[src/rtl/uart_rx_conditioner.sv]
// uart_rx_conditioner: RX pad synchroniser, glitch filter, idle/break line monitor.
// Define AUTOBAUD_EN to enable start-bit width measurement on baud_div/baud_valid.
module uart_rx_conditioner #(
    parameter int unsigned CLK_FREQ  = 50000000,
    parameter int unsigned BAUD_RATE = 115200,
    parameter int unsigned DATA_BITS = 8,
    parameter int unsigned FILT_LEN  = 3,
    parameter int unsigned IDLE_BITS = 10
) (
    input  logic        clk,
    input  logic        rst,
    input  logic        rx_pad,
    output logic        rx_out,
    output logic        line_idle,
    output logic        break_det,
    output logic        break_pulse,
    output logic [7:0]  glitch_cnt,
    input  logic        glitch_clr,
    input  logic        measure_en,
    output logic [15:0] baud_div,
    output logic        baud_valid
);
    localparam int unsigned BIT_CYC    = CLK_FREQ / BAUD_RATE;
    localparam int unsigned BREAK_CYC  = BIT_CYC * (DATA_BITS + 2);
    localparam int unsigned IDLE_CYC   = BIT_CYC * IDLE_BITS;
    localparam logic [15:0] BIT_DIV    = 16'(BIT_CYC);
    localparam logic [15:0] BREAK_LAST = 16'(BREAK_CYC - 1);
    localparam logic [15:0] IDLE_LAST  = 16'(IDLE_CYC - 1);

    typedef enum logic [1:0] {S_WAIT, S_IDLE, S_LOW, S_BREAK} state_t;

    logic [1:0]          sync_q, sync_d;
    logic [FILT_LEN-1:0] filt_q, filt_d;
    logic                rx_out_q, rx_out_d;
    logic                dist_q, dist_d;
    logic [7:0]          glitch_cnt_q, glitch_cnt_d;
    state_t              state_q, state_d;
    logic [15:0]         cnt_q, cnt_d, cnt_inc;
    logic                line_idle_q, line_idle_d;
    logic                break_det_q, break_det_d;
    logic                break_pulse_q, break_pulse_d;
    logic                all_one, all_zero, all_eq_out, glitch;
`ifdef AUTOBAUD_EN
    logic                meas_q, meas_d;
    logic [15:0]         baud_div_q, baud_div_d;
    logic                baud_valid_q, baud_valid_d;
`endif

    // The filter decides on the post-shift contents so pad-to-rx_out latency is 2+FILT_LEN.
    always_comb begin
        sync_d   = {sync_q[0], rx_pad};
        filt_d   = {filt_q[FILT_LEN-2:0], sync_q[1]};
        all_one  = &filt_d;
        all_zero = ~|filt_d;
        rx_out_d = rx_out_q;
        if (rx_out_q && all_zero) begin
            rx_out_d = 1'b0;
        end else if (!rx_out_q && all_one) begin
            rx_out_d = 1'b1;
        end
        all_eq_out = rx_out_q ? all_one : all_zero;

        glitch = 1'b0;
        dist_d = dist_q;
        if (rx_out_d != rx_out_q) begin
            dist_d = 1'b0;
        end else if (all_eq_out) begin
            glitch = dist_q;
            dist_d = 1'b0;
        end else begin
            dist_d = 1'b1;
        end

        glitch_cnt_d = glitch_cnt_q;
        if (glitch_clr) begin
            glitch_cnt_d = '0;
        end else if (glitch && glitch_cnt_q != '1) begin
            glitch_cnt_d = glitch_cnt_q + 8'd1;
        end
    end

    always_comb begin
        cnt_inc       = (cnt_q == '1) ? cnt_q : cnt_q + 16'd1;
        state_d       = state_q;
        cnt_d         = cnt_q;
        break_pulse_d = 1'b0;
        case (state_q)
            S_WAIT: begin
                if (rx_out_q) begin
                    cnt_d = cnt_inc;
                    if (cnt_inc >= IDLE_LAST) state_d = S_IDLE;
                end else begin
                    cnt_d   = 16'd1;
                    state_d = S_LOW;
                end
            end
            S_IDLE: begin
                if (rx_out_q) begin
                    cnt_d = cnt_inc;
                end else begin
                    cnt_d   = 16'd1;
                    state_d = S_LOW;
                end
            end
            S_LOW: begin
                if (!rx_out_q) begin
                    cnt_d = cnt_inc;
                    if (cnt_inc >= BREAK_LAST) begin
                        state_d       = S_BREAK;
                        break_pulse_d = 1'b1;
                    end
                end else begin
                    cnt_d   = '0;
                    state_d = S_WAIT;
                end
            end
            S_BREAK: begin
                if (rx_out_q) begin
                    cnt_d   = '0;
                    state_d = S_WAIT;
                end else begin
                    cnt_d = cnt_inc;
                end
            end
            default: begin
                cnt_d   = '0;
                state_d = S_WAIT;
            end
        endcase
        line_idle_d = (state_d == S_IDLE);
        break_det_d = (state_d == S_BREAK);
    end

`ifdef AUTOBAUD_EN
    // A measurement lives only inside the S_LOW visit that followed an armed idle falling edge.
    always_comb begin
        meas_d       = 1'b0;
        baud_div_d   = baud_div_q;
        baud_valid_d = 1'b0;
        case (state_q)
            S_IDLE: meas_d = !rx_out_q && measure_en;
            S_LOW: begin
                if (measure_en && meas_q) begin
                    if (rx_out_q) begin
                        if (cnt_q >= 16'd16) begin
                            baud_div_d   = cnt_q;
                            baud_valid_d = 1'b1;
                        end
                    end else begin
                        meas_d = (state_d == S_LOW);
                    end
                end
            end
            default: meas_d = 1'b0;
        endcase
    end
`endif

    always_ff @(posedge clk) begin
        if (rst) begin
            sync_q        <= '1;
            filt_q        <= '1;
            rx_out_q      <= 1'b1;
            dist_q        <= 1'b0;
            glitch_cnt_q  <= '0;
            state_q       <= S_WAIT;
            cnt_q         <= '0;
            line_idle_q   <= 1'b0;
            break_det_q   <= 1'b0;
            break_pulse_q <= 1'b0;
`ifdef AUTOBAUD_EN
            meas_q        <= 1'b0;
            baud_div_q    <= BIT_DIV;
            baud_valid_q  <= 1'b0;
`endif
        end else begin
            sync_q        <= sync_d;
            filt_q        <= filt_d;
            rx_out_q      <= rx_out_d;
            dist_q        <= dist_d;
            glitch_cnt_q  <= glitch_cnt_d;
            state_q       <= state_d;
            cnt_q         <= cnt_d;
            line_idle_q   <= line_idle_d;
            break_det_q   <= break_det_d;
            break_pulse_q <= break_pulse_d;
`ifdef AUTOBAUD_EN
            meas_q        <= meas_d;
            baud_div_q    <= baud_div_d;
            baud_valid_q  <= baud_valid_d;
`endif
        end
    end

    assign rx_out      = rx_out_q;
    assign line_idle   = line_idle_q;
    assign break_det   = break_det_q;
    assign break_pulse = break_pulse_q;
    assign glitch_cnt  = glitch_cnt_q;
`ifdef AUTOBAUD_EN
    assign baud_div    = baud_div_q;
    assign baud_valid  = baud_valid_q;
`else
    // measure_en has no effect in this build.
    assign baud_div    = BIT_DIV;
    assign baud_valid  = 1'b0 & measure_en;
`endif
endmodule

[config.mk]
export PLATFORM = sky130hd
export DESIGN_NAME = uart_rx_conditioner
export DESIGN_NICKNAME = d
export VERILOG_FILES = /design/src/rtl/uart_rx_conditioner.sv
export SDC_FILE = /design/constraint.sdc
export NUM_CORES = 1
export LEC_CHECK = 0
export BUFFER_PORTS_ARGS = -buffer_cell sky130_fd_sc_hd__buf_2
export CORE_AREA = 2 2 75 77
export CTS_BUF_LIST = sky130_fd_sc_hd__clkbuf_8
export CTS_CLUSTER_SIZE = 8
export DETAILED_ROUTE_END_ITERATION = 10
export DIE_AREA = 0 0 77 79
export PLACE_DENSITY = 0.63
export SYNTH_ARGS = -nofsm -noshare
export SYNTH_HDL_FRONTEND = slang
export SYNTH_SLANG_ARGS = --single-unit
[constraint.sdc]
create_clock -name clk -period 2.3 [get_ports clk]
set_input_delay 0.46 -clock clk [delete_from_list [all_inputs] [get_ports clk]]
set_output_delay 0.46 -clock clk [all_outputs]
set_load 0.005 [all_outputs]
==> reports/results.ini, run 1 <==
[clock_tree]
cts.reportedPaths.clkPinSlew_ps = 70
cts_resized = 0
cts_made_buffers = 5
clock_path_buffers = 2
htree_levels = 2
clock-sinks = 35
cts_tree = yes
post_cts_buffers = 0
cts_hold_buf = 0
cts-root-buf = clkbuf_8
clk_latency_ps = 290

[global_routing]
grt_pass1_vias = 1376
grt_pass1_wl_um = 6020
grt_antenna_before_repair = 0
grt_max_degree = 18
grtUsageTotal_pct = 12.1
gr-total-overflow = 0

[detailed_routing]
vias_per_cell = 4.72
drt-initial-drc-count = 109
firstDrtPassIters = 4
wl_per_cell_um = 11.1
wirelength_um = 3410
antenna_left = 0
vias = 1444
post-route-drc-count = 0

[floorplan]
io_pins = 34
core-area_um2 = 5340
die_y_um = 79
rows = 27
start_util_pct = 34.0
dieArea_um2 = 6080
die_x_um = 77

[cells_and_area]
final_common_cell = dfxtp_1
final_cell_mix = dfxtp_1 (33), conb_1 (17), a21oi_1 (16), nor2_1 (16), buf_2 (15)
nets = 240
area_growth_pct = 13.9
final_area_um2 = 2060
layout.cells.non_filler = 306
drive_above_1_share_pct = 23.1
n_antenna_cell = 0

[sta]
holdWs_ps = 345
period_needed_ps = 2090
relSlewSlack_pct = 52.5
worst_pin_slew_ps = 712
skew_ps = 3.61
fin_crit_sh_pct = 90.7
setup_tns_ps = 0
rsz0062_at_grt = no
slew_viol_final = 0
finalHoldViolations = 0
fmax_mhz = 480
finalSetupViolations = 0

[synthesis]
async_flop_share_pct = 0
ys_ff_latch = 35
synth-edff-count = 0
netlist_instances = 212
synth_cell_types = 43
syn_avg_cell_area_um2 = 8.55
yosysSeqAreaShare_pct = 38.6
synth_top_flop_cell = dfxtp_1
synth_area_um2 = 1810
synth_warnings = 0

[power]
p_seq_share_pct = 54.0
p_clk_share_pct = 41.6
leakage_nw = 0.824
total_power_w = 0.00116
ir_drop_mv = 0.397
cellPowerDensity_nw_per_um2 = 561
p_int_w = 0.000879
p_sw_share_pct = 24.1
p_switching_w = 0.000279
combPwrFrac_pct = 4.4

[critical_path]
rr_startpoint = cnt_q[1]
required_ps = 2450
crit_start = cnt_q[1]
cp-end-kind = flop
worst_ep_arrival_time_ps = 2230
worstPathMaxFanout = 5
path_class = reg2reg
critPathLaunchType = flop
worstRegToRegCells = 8

[job]
maxCapViolCount = 0

[place]
io_buffers = 15
dp_cells = 298
hpwl_um = 2450
place_congestion = 0.807
placed_area_um2 = 1950

[min_path]
hold_class = in2reg
hold_depth = 2
holdCritStartpoint = rx_pad

[run_status]
status = completed

critical path, cell delays in order (launching register included):
cell and delay (ps):
dfxtp_2 390, ha_1 230, nand3_1 160, nor4_4 210
mux2i_1 280, buf_4 160, a21oi_1 40, a211oi_2 350
a211oi_1 130
stage by stage:
| step | util, % | setup slack [ps] |
|---|---|---|
| global placement | 36.6 | 212 |
| floorplan | - | 237 |
| finish | 38.7 | 215 |
| detailed placement | 36.6 | 173 |
| global route | 38.7 | 34.2 |
| CTS | 38.5 | 157 |
registers in the layout, indices dropped and copies added, names as in the netlist:
name,flops
line_idle,1
rx_out,1
state_q,2
dist_q,1
filt_q,2
cnt_q,16
glitch_cnt,8
break_pulse,1
break_det,1
sync_q,2
final cells by class:
type                            instances  area, um2
Multi-Input combinational cell        156        973
Sequential cell                        35        703
Tap cell                               72       90.1
Clock buffer                            6       82.6
Timing Repair Buffer                   28        173
Clock inverter                          2       16.3
Fill cell                             572       3270
Inverter                                7       26.3
kinds of logic after synthesis:
| group | synth area share, % |
|---|---|
| xor+xnor | 9.18 |
| other cells | 0.414 |
| flops | 38.6 |
| compound gates | 11.2 |
| mux | 3.38 |
| buf+inv | 11.2 |
| fa+ha+maj | 1.93 |
| simple gates | 23.9 |
cell usage after synthesis (3+ instances only):
cell type / n / area [um2]
nor2_1: 16 / 60.1
clkbuf_1: 7 / 26.3
nand3_1: 11 / 55.1
a21oi_1: 16 / 80.1
dfxtp_1: 35 / 701
nand2_1: 11 / 41.3
xnor2_1: 6 / 52.6
xor2_1: 13 / 114
nor3_1: 7 / 35.0
and3_1: 4 / 25.0
or2_2: 7 / 43.8
inv_1: 7 / 26.3
mux2i_1: 5 / 50.1
o21ai_0: 9 / 45.0
nand4_1: 7 / 43.8
buf_2: 3 / 15.0
buf_4: 17 / 128
power groups by stage:
| stage | clock network [W] | registers, W | logic, W |
|---|---|---|---|
| after floorplan | 0 | 0.000637 | 0.0000597 |
| after global placement | 0 | 0.000638 | 0.0000498 |
| after detailed placement | 0 | 0.000639 | 0.0000502 |
| after CTS | 0.000500 | 0.000625 | 0.0000504 |
| after global routing | 0.000520 | 0.000627 | 0.0000584 |
| final | 0.000482 | 0.000625 | 0.0000506 |
path summary, 6_finish.rpt:
path                     to  slack (ps)
setup / recovery  line_idle         210
hold / removal    sync_q[0]         340
setup reg to reg  line_idle         210
hold reg to reg   sync_q[1]         410
metal layers:
| layer | vias up | track usage (%) | wire length, um |
|---|---|---|---|
| li1 | 735 | - | - |
| met3 | 3 | 2.73 | 131 |
| met4 | 0 | 4.82 | 44 |
| met5 | - | 0 | 0 |
| met1 | 679 | 15.0 | 1570 |
| met2 | 27 | 20.7 | 1660 |
No activity file was read; power rests on OpenSTA's default activity.
==> run 2, diff against run 1 <==
--- a/config.mk
+++ b/config.mk
@@ -8,10 +8,11 @@
 export BUFFER_PORTS_ARGS = -buffer_cell sky130_fd_sc_hd__buf_2
 export CORE_AREA = 2 2 75 77
 export CTS_BUF_LIST = sky130_fd_sc_hd__clkbuf_8
+export CTS_CLUSTER_DIAMETER = 30
 export CTS_CLUSTER_SIZE = 8
 export DETAILED_ROUTE_END_ITERATION = 10
 export DIE_AREA = 0 0 77 79
-export PLACE_DENSITY = 0.63
+export PLACE_DENSITY = 0.56
 export SYNTH_ARGS = -nofsm -noshare
 export SYNTH_HDL_FRONTEND = slang
 export SYNTH_SLANG_ARGS = --single-unit
==> run 2 against run 1 <==
- non-clock buffer count down 1
- via count up 0.69%
- critical path type unchanged
- critical path depth shrank 2
==> reports/results.ini, run 2 (synthesis results as in run 1) <==
[sta]
worst_pin_slew_ps = 697  ; -15.7 ps
skew_ps = 4.72  ; +1.11 ps
relSlewSlack_pct = 53.5  ; +1.0 points
finalSetupViolations = 0  ; unchanged
setup_tns_ps = 0  ; unchanged
finalHoldViolations = 0  ; unchanged
fmax_mhz = 474  ; -1.1%
fin_crit_sh_pct = 91.7  ; +1.0 points
period_needed_ps = 2110  ; +23.9 ps
slew_viol_final = 0  ; unchanged
rsz0062_at_grt = no
fin_ws_ps = 191  ; -23.9 ps

[power]
p_switching_w = 0.000268  ; -4.1%
p_int_w = 0.000841  ; -4.3%
ir_drop_mv = 0.350  ; -12%
leakage_nw = 0.818  ; -0.66%
combPwrFrac_pct = 4.7  ; +0.3 points
p_sw_share_pct = 24.2  ; +0.048 points
total_power_w = 0.00111  ; -4.3%
p_seq_share_pct = 56.2  ; +2.2 points
p_clk_share_pct = 39.1  ; -2.5 points
cellPowerDensity_nw_per_um2 = 543  ; -3.1%

[clock_tree]
clock-sinks = 35  ; unchanged
cts_made_buffers = 5  ; unchanged
cts-root-buf = clkbuf_8
post_cts_buffers = 0  ; unchanged
cts_hold_buf = 0  ; unchanged
cts.reportedPaths.clkPinSlew_ps = 70  ; about the same
clk_latency_ps = 280  ; about the same
htree_levels = 2  ; unchanged
cts_tree = yes
clock_path_buffers = 2  ; unchanged

[detailed_routing]
vias = 1454  ; +0.69%
vias_per_cell = 4.77  ; +1.0%
firstDrtPassIters = 4  ; unchanged
wirelength_um = 3480  ; +2.1%
drt-initial-drc-count = 66  ; -39%
post-route-drc-count = 0  ; unchanged
wl_per_cell_um = 11.4  ; +2.5%
antenna_left = 0  ; unchanged

[critical_path]
critPathLaunchType = flop
worstRegToRegCells = 6  ; -2
required_ps = 2430  ; -20 ps
cp-end-kind = flop
path_class = reg2reg
worstPathMaxFanout = 7  ; +2
worst_ep_arrival_time_ps = 2240  ; about the same

[cells_and_area]
layout.cells.non_filler = 305  ; -0.33%
multi_input_area_um2 = 973  ; unchanged
final_common_cell = dfxtp_1
drive_above_1_share_pct = 21.5  ; -1.6 points
final_cell_mix = dfxtp_1 (35), conb_1 (17), a21oi_1 (16), nor2_1 (16), buf_2 (15)
n_antenna_cell = 0  ; unchanged
fin_util_pct = 38.2  ; -0.45 points
largest_reg_flops = 16  ; unchanged
nets = 239  ; -0.42%
fillers = 569  ; -0.52%
seqCellArea_um2 = 701  ; -0.36%
regMostFlops = cnt_q
area_growth_pct = 12.6

[floorplan]
dieArea_um2 = 6080  ; unchanged
rows = 27  ; unchanged
core-area_um2 = 5340  ; unchanged
io_pins = 34  ; unchanged
start_util_pct = 34.0  ; unchanged
die_y_um = 79  ; unchanged
die_x_um = 77  ; unchanged

[global_routing]
gr-total-overflow = 0  ; unchanged
grt_pass1_wl_um = 5890  ; -2.2%
grt_antenna_before_repair = 0  ; unchanged
grt_pass1_vias = 1308  ; -4.9%
grtUsageTotal_pct = 12.2  ; +0.015 points
grt_max_degree = 18  ; unchanged

[min_path]
hold_depth = 2  ; unchanged
hold_class = in2reg

[run_status]
status = completed

[place]
io_buffers = 15  ; unchanged
place_congestion = 0.827  ; +2.4%
hpwl_um = 2490  ; +1.5%
dp_cells = 297  ; -0.34%
place_ws_ps = 138  ; -34.3 ps

[job]
maxCapViolCount = 0  ; unchanged

run 2: area by class of cell:
class	count	area share (%)
multi-input cells	156	47.7
flip-flops and latches	35	34.3
repair buffers	27	8.09
well taps	72	4.41
clock buffers	5	3.37
inverters	7	1.29
clock inverters	3	0.797
run 2: repair_timing:
action,CTS,global route
hold endpoints to repair,0,0
gates resized for setup,0,2
endpoints found under the setup margin,0,2
run 2: critical path, cell delays in order (launching register included):
cell and delay, ps:
dfxtp_1 500, nand4_4 190, or4_4 550, mux2i_1 170, nand2_1 100, a211oi_2 320
a211oi_1 140
run 2: path summary, 6_finish.rpt:
| path | start | to | slack (ps) |
|---|---|---|---|
| hold reg to reg | sync_q[0] | sync_q[1] | 410 |
| setup / recovery | cnt_q[3] | line_idle | 190 |
| setup reg to reg | cnt_q[3] | line_idle | 190 |
| hold / removal | rx_pad | sync_q[0] | 350 |
run 2: power by group through the flow:
stage	registers, W	clock network, W	logic [W]
after floorplan	0.000637	0	0.0000597
after global placement	0.000637	0	0.0000514
after detailed placement	0.000638	0	0.0000523
after CTS	0.000623	0.000456	0.0000524
after global routing	0.000625	0.000485	0.0000597
final	0.000624	0.000433	0.0000519
run 2: metal layers:
| layer | global-route usage (%) | wire, um |
|---|---|---|
| met2 | 19.6 | 1630 |
| met4 | 6.07 | 48 |
| met3 | 4.20 | 150 |
| met5 | 0 | 0 |
| met1 | 14.4 | 1660 |
run 2: stage by stage:
stage / hold WS (ps) / area (um2)
floorplan: 389 / 1870
global placement: 392 / 1950
detailed placement: 398 / 1950
CTS: 345 / 2030
global route: 347 / 2040
finish: 352 / 2040
